## src/rtl/gray_pkg.sv

```systemverilog
// Shared Gray-code helpers: default width, slice sizing and reference
// conversions used by the decoder pipeline and its bench.
package gray_pkg;

    localparam int WIDTH_DEF = 10;

    function automatic int slice_size(input int w, input int p);
        return (w + p - 1) / p;
    endfunction

    function automatic logic [31:0] bin2gray(input logic [31:0] b);
        return b ^ (b >> 1);
    endfunction

    function automatic logic [31:0] gray2bin(input logic [31:0] g,
                                             input int w);
        logic [31:0] b;
        logic        acc;
        b   = '0;
        acc = 1'b0;
        for (int i = 31; i >= 0; i--) begin
            if (i < w) begin
                acc  = acc ^ g[i];
                b[i] = acc;
            end
        end
        return b;
    endfunction

endpackage

```

## src/rtl/gray2bin_slice.sv

```systemverilog
// Combinational Gray-to-binary decode of one MSB-first slice,
// seeded by the already-decoded binary bit just above the slice.
module gray2bin_slice #(
    parameter int N = 5
) (
    input  logic         carry_in,
    input  logic [N-1:0] g,
    output logic [N-1:0] b
);

    always_comb begin
        logic acc;
        acc = carry_in;
        b   = '0;
        for (int i = N - 1; i >= 0; i--) begin
            acc  = acc ^ g[i];
            b[i] = acc;
        end
    end

endmodule

```

## src/rtl/dec_gray2bin_pipe.sv

```systemverilog
// Pipelined Gray-to-binary decoder with per-stage valid/ready flow control.
// Define DEC_GRAY2BIN_SEQ_CHECK_EN to flag words breaking the Gray step rule.
module dec_gray2bin_pipe
    import gray_pkg::*;
#(
    parameter int WIDTH       = WIDTH_DEF,
    parameter int PIPE_STAGES = 2,
    parameter int CNT_W       = 8
) (
    input  logic             clk,
    input  logic             rst,
    input  logic [WIDTH-1:0] gray,
    input  logic             in_valid,
    output logic             in_ready,
    output logic [WIDTH-1:0] bin,
    output logic             out_valid,
    input  logic             out_ready,
    output logic             seq_err,
    output logic [CNT_W-1:0] err_cnt
);

    localparam int P = PIPE_STAGES;
    localparam int S = slice_size(WIDTH, PIPE_STAGES);

    logic [WIDTH-1:0] stage_in  [P];
    logic [WIDTH-1:0] stage_out [P];
    logic [WIDTH-1:0] data_q    [P];
    logic [WIDTH-1:0] data_d    [P];
    logic [P-1:0]     v_q, v_d, err_q, err_d;
    logic [P-1:0]     adv, load, up_v, up_err;
    logic             in_err;

    for (genvar k = 0; k < P; k++) begin : g_stage
        localparam int HI = WIDTH - 1 - k * S;
        localparam int LO = (HI - S + 1 < 0) ? 0 : HI - S + 1;

        if (k == 0) begin : g_first
            assign stage_in[k] = gray;
        end else begin : g_next
            assign stage_in[k] = data_q[k-1];
        end

        if (HI < 0) begin : g_empty
            assign stage_out[k] = stage_in[k];
        end else begin : g_slice
            logic             carry;
            logic [HI-LO:0]   b;
            logic [WIDTH-1:0] so;

            if (HI == WIDTH - 1) begin : g_top
                assign carry = 1'b0;
            end else begin : g_mid
                assign carry = stage_in[k][HI+1];
            end

            gray2bin_slice #(.N(HI - LO + 1)) u_slice (
                .carry_in (carry),
                .g        (stage_in[k][HI:LO]),
                .b        (b)
            );

            always_comb begin
                so        = stage_in[k];
                so[HI:LO] = b;
            end

            assign stage_out[k] = so;
        end
    end

    // Ready ripples back from the consumer so bubbles collapse.
    always_comb begin
        logic       ok;
        logic [P:0] vv;
        logic [P:0] ee;
        adv    = '0;
        load   = '0;
        ok     = out_ready;
        for (int k = P - 1; k >= 0; k--) begin
            adv[k]  = v_q[k] & ok;
            load[k] = ~v_q[k] | adv[k];
            ok      = load[k];
        end
        vv     = {v_q, in_valid};
        ee     = {err_q, in_err};
        up_v   = vv[P-1:0];
        up_err = ee[P-1:0];
        for (int k = 0; k < P; k++) begin
            v_d[k]    = load[k] ? up_v[k] : v_q[k];
            err_d[k]  = (load[k] & up_v[k]) ? up_err[k] : err_q[k];
            data_d[k] = (load[k] & up_v[k]) ? stage_out[k] : data_q[k];
        end
    end

    always_ff @(posedge clk) begin
        if (rst) begin
            v_q   <= '0;
            err_q <= '0;
            for (int k = 0; k < P; k++) begin
                data_q[k] <= '0;
            end
        end else begin
            v_q    <= v_d;
            err_q  <= err_d;
            data_q <= data_d;
        end
    end

    assign in_ready  = load[0];
    assign out_valid = v_q[P-1];
    assign bin       = data_q[P-1];
    assign seq_err   = err_q[P-1];

`ifdef DEC_GRAY2BIN_SEQ_CHECK_EN
    logic [WIDTH-1:0] prev_q, prev_d;
    logic             seen_q, seen_d;
    logic [CNT_W-1:0] cnt_q, cnt_d;
    logic             acc_in;

    always_comb begin
        acc_in = in_valid & in_ready;
        in_err = acc_in & seen_q & ($countones(gray ^ prev_q) > 1);
        prev_d = acc_in ? gray : prev_q;
        seen_d = seen_q | acc_in;
        cnt_d  = cnt_q;
        if (out_valid & out_ready & err_q[P-1] & (cnt_q != '1)) begin
            cnt_d = cnt_q + 1'b1;
        end
    end

    always_ff @(posedge clk) begin
        if (rst) begin
            prev_q <= '0;
            seen_q <= 1'b0;
            cnt_q  <= '0;
        end else begin
            prev_q <= prev_d;
            seen_q <= seen_d;
            cnt_q  <= cnt_d;
        end
    end

    assign err_cnt = cnt_q;
`else
    assign in_err  = 1'b0;
    assign err_cnt = '0;
`endif

endmodule

```

## config.mk

```make
export PLATFORM = sky130hd
export DESIGN_NAME = dec_gray2bin_pipe
export DESIGN_NICKNAME = d
export VERILOG_FILES = /design/src/rtl/gray_pkg.sv /design/src/rtl/gray2bin_slice.sv /design/src/rtl/dec_gray2bin_pipe.sv
export SDC_FILE = /design/constraint.sdc
export NUM_CORES = 1
export LEC_CHECK = 0
export CORE_ASPECT_RATIO = 1.1
export CORE_MARGIN = 2
export CORE_UTILIZATION = 47
export CTS_CLUSTER_DIAMETER = 30
export DETAILED_ROUTE_END_ITERATION = 6
export PLACE_DENSITY_LB_ADDON = 0.15
export SLEW_MARGIN = 25
export SYNTH_ARGS = -nofsm -noshare
export SYNTH_HDL_FRONTEND = slang
export SYNTH_HIERARCHICAL = 1
export SYNTH_SLANG_ARGS = --single-unit
```

## constraint.sdc

```tcl
create_clock -name clk -period 1.8 [get_ports clk]
set_input_delay 0.27 -clock clk [delete_from_list [all_inputs] [get_ports clk]]
set_output_delay 0.27 -clock clk [all_outputs]
set_load 0.01 [all_outputs]
```

# Word level (Yosys, flattened, before mapping)
# Cells that the tools add are included.
# totals
regBits,22
inputBits,14
# op_classes
n_bitwise,16
# op_table
op,n
1-bit XOR,9
1-bit AND,3
1-bit NOT,2
1-bit bitwise OR,2

# Depth between registers and ports, before layout
# logic_depth
depth_word,5
ltp_mapped,4

# Hierarchy
# Netlist, hierarchy kept.
# by_module_without_submodules
mod,n_inst,area_per_inst_um2,seq_area_each_um2,cells_per_inst
dec_gray2bin_pipe,1,1064.8,440.4,118
gray2bin_slice,2,85.1,0.0,7

# Worst setup path before layout
# OpenSTA, ideal clock, no wires.
# synth_timing
path_type,register to register
start,register data_q[14] in the netlist's numbering
end,"register data_q, in the netlist bin[0]"
path_stages_with_launch,5
setup_slack_ns,0.404
t_required_ns,1.680
synth_period_minus_slack_ns,1.396
setup_time_ns,0.120
arrival_time_ns,1.277
cell_sequence,dfxtp_1 -> xnor3_2 -> xnor3_1 -> nand3_1 -> a21oi_1
# synth_via
elab_chain_len,5
# synth_lines
element,line,text
from (decl),dec_gray2bin_pipe.sv:27,logic [WIDTH-1:0] data_q [P];
from (signal assigned),dec_gray2bin_pipe.sv:105,data_q <= data_d;
1-bit XOR (5 in a row),gray2bin_slice.sv:16,acc = acc ^ g[i];
net g_stage[1].g_slice.b[0],dec_gray2bin_pipe.sv:47,logic [HI-LO:0] b;
# The timed path passes the listed nets, and every way through them passes these cells.
# A chain may end at the register's enable or synchronous reset.

# Worst setup path in the final report
# layout_timing
start,input out_ready
end,output in_ready
# layout_via
elab_chain_len,4
# layout_lines
element,line,text
from (decl),dec_gray2bin_pipe.sv:17,"input logic out_ready,"
1-bit AND,dec_gray2bin_pipe.sv:80,adv[k] = v_q[k] & ok;
1-bit bitwise OR,dec_gray2bin_pipe.sv:81,load[k] = ~v_q[k] | adv[k];
1-bit AND,dec_gray2bin_pipe.sv:80,
1-bit bitwise OR,dec_gray2bin_pipe.sv:81,
to (decl),dec_gray2bin_pipe.sv:14,"output logic in_ready,"
# No other way between the ends.

==> summary.txt <==
power share of the combinational group - 0.239
crit path DAT - 1.43 ns
final worst setup slack - 0.0954 ns
top post-synthesis cells by area - dfxtp_1 (36%), buf_4 (13%), nand2b_1 (11%)
Crit path max-delay family - buffers and inverters
Final Wtd Congestion - 0.769
H-tree depth - 1
post-CTS sizing - 0
area delta synth->final - 19.8%
worst r2r dst - bin[0]
drt wl/cell - 10.5 µm
die extent in y - 57.8 µm
Global Route Usage Sum - 0.145
Die Footprint - 3050 µm²
Clock power frac - 0.308
fin nets - 165
register bit total from synthesis - 22
Worst Hold Class - reg -> reg
Max Freq - 587 MHz
Power Density - 819 nW/µm²
Req. time, crit path - 1.53 ns
clock buffer count from CTS - 3
cell accounting for the most synthesized area - dfxtp_1
endpoints failing setup - 0
Period Utilization, post-route - 0.947
std cell rows - 19
synthesized area - 1230 µm²
hold_buf cts - 0
max incr delay on CP - 0.53 ns
Reg power frac - 0.452
Int Pwr - 0.000918 W
reg-to-reg slack, setup - 0.27 ns
setup_tns - 0 ns
Crit path depth - 4
CP Class - in -> out
Initial Util - 0.495
worst path cell trace - clkdlybuf4s50_1 -> nor2b_4 -> nand2_1 -> clkdlybuf4s50_1
# Post-CTS Setup Buffers - 0
Pre-Repair DR Iteration Count - 3
Top cell by count, worst path - clkdlybuf4s50_1
Residual DRC - 0
clk_lat worst skew - 0.30 ns
clk sink count - 22
yosys warns - 6
GR Overflow Total - 0
Crit. End Element - output pin
CTS tree - yes
worst reg2reg path depth - 4
status - finished, final reports clean
Core Area - 2500 µm²
vias in the first global route - 804
Final ANT Viol Nets - 0
capture point of the worst path - in_ready
RSZ-0062 raised after global routing - false
Routed Wire Length - 1900 µm
Slew Limit Fails - 0
Post-Syn Instances - 132
DRT iter0 DRCs - 9
Final HPWL DP - 1490 µm
number of buffer and inverter stages on the critical path - 2
IO buf count - 25
layout cells sized above 1 - 0.100
top-area cell type share of the netlist area - 0.357
ant diodes - 0
Die W - 52.9 µm
critical path's slowest cell - clkdlybuf4s50_1
Max Root-Sink Buffers - 2
dpl ws - -0.0923 ns
Critical Path Start - out_ready
maximum fanout along the worst path - 2
critical register-to-register path startpoint - data_q[15]
final hold vios - 0
syn avg cell area - 9.36 µm²
via count - 845
register area share after synthesis - 0.357
Root Driver - clkbuf_4
largest net degree at the start of global routing - 19
vias per cell - 4.67
Tmin final - 1.70 ns
max_cap viols - 0
P_leak - 0.613 nW
Synth cell types - 21
Switching Share - 0.242
Top-Level Pins - 35
Final Util - 0.592
P_sw - 0.000293 W
initial antenna violation count - 0
CTS clk-pin slew, worst paths - 0.12 ns
worst clock skew - 0.00167 ns
Peak VDD IR - 0.511 mV
CP Launch Type - input pin
first-pass GRT wire length - 3390 µm
power groups by stage:
stage | Clock [W] | Sequential (W) | Combinational [W]
after CTS | 0.000383 | 0.000548 | 0.000291
after global placement | 0 | 0.000557 | 0.000283
final | 0.000374 | 0.000548 | 0.000290
after detailed placement | 0 | 0.000559 | 0.000289
after global routing | 0.000405 | 0.000553 | 0.000319
after floorplan | 0 | 0.000554 | 0.000226
per-stage QoR:
| stage | std cells | total power [W] | hold WS [ns] | cell area [µm²] |
|---|---|---|---|---|
| after floorplan | 142 | 0.000780 | 0.387 | 1270 |
| after global placement | 177 | 0.000840 | 0.464 | 1430 |
| after detailed placement | 177 | 0.000848 | 0.462 | 1430 |
| after CTS | 181 | 0.00122 | 0.487 | 1480 |
| after global routing | 181 | 0.00128 | 0.506 | 1480 |
| final | 181 | 0.00121 | 0.485 | 1480 |
how the worst min path moves through the flow:
stage                       endpoint  slack (ns)  cells past startpoint       start
after floorplan               v_q[0]        0.39                      2    in_valid
after global placement    data_q[10]        0.46                      2  data_q[10]
final                     data_q[10]        0.48                      2  data_q[10]
after detailed placement  data_q[18]        0.46                      2  data_q[18]
after CTS                 data_q[18]        0.49                      2  data_q[18]
after global routing          bin[8]        0.51                      2      bin[8]
state kept, by name, summed over array words and instances (netlist names):
signal  flops
v_q         2
data_q     10
bin        10
placed cells by master (no fill, tap or decap):
| cell | netlist | final |
|---|---|---|
| nand3_1 | 10 | 10 |
| a21oi_1 | 12 | 12 |
| nor2b_4 | 1 | 1 |
| inv_2 | 1 | 1 |
| nand2_1 | 1 | 1 |
| bufinv_16 | 0 | 1 |
| o21ai_1 | 10 | 10 |
| xnor3_1 | 2 | 2 |
| xor2_1 | 4 | 4 |
| buf_12 | 0 | 1 |
| xnor3_2 | 2 | 2 |
| dfxtp_1 | 22 | 22 |
| clkbuf_4 | 0 | 3 |
| mux2i_1 | 10 | 10 |
| nand2b_1 | 21 | 21 |
| buf_4 | 21 | 5 |
| nor2_1 | 1 | 1 |
| xnor2_1 | 4 | 4 |
| a21boi_2 | 1 | 1 |
| inv_1 | 2 | 2 |
| clkdlybuf4s50_1 | 0 | 25 |
| conb_1 | 1 | 11 |
synth_stat cells:
cell	instances
nand2_1	1
inv_1	2
dfxtp_1	22
a21oi_1	12
nor2b_4	1
xnor3_1	2
xnor3_2	2
xor2_1	4
buf_2	4
buf_4	21
conb_1	1
a21boi_2	1
nand2b_1	21
o21ai_1	10
nor2_1	1
clkbuf_1	1
inv_2	1
buf_6	1
mux2i_1	10
xnor2_1	4
nand3_1	10
logic make-up after synthesis:
kind of cell	Yosys count	synth area share
flip-flops	22	0.357
multiplexers	10	0.0811
XOR/XNOR	12	0.132
AND/OR/NAND/NOR	34	0.164
other	1	0.00304
buffers and inverters	30	0.165
AO/OA/AOI/OAI	23	0.0983
worst register-to-register path, stage by stage, from the launching register on:
cell     delay [ns]
dfxtp_1        0.45
xnor3_2        0.44
xnor3_1        0.38
nand3_1        0.10
a21oi_1        0.07
layer usage:
metal	global-route usage	vias to the layer above	share of wire
li1	-	440	-
met1	0.189	377	0.46
met2	0.239	24	0.47
met3	0.0309	4	0.052
met4	0.0440	0	0.0079
met5	0	-	0
area by class of cell:
class	count	area [µm²]
Clock buffer	3	22.5
Clock inverter	1	30.0
Fill cell	228	1020
Inverter	3	11.3
Multi-Input combinational cell	90	628
Sequential cell	22	440
Tap cell	31	38.8
Timing Repair Buffer	31	308
(Power assumes the default switching activity.)
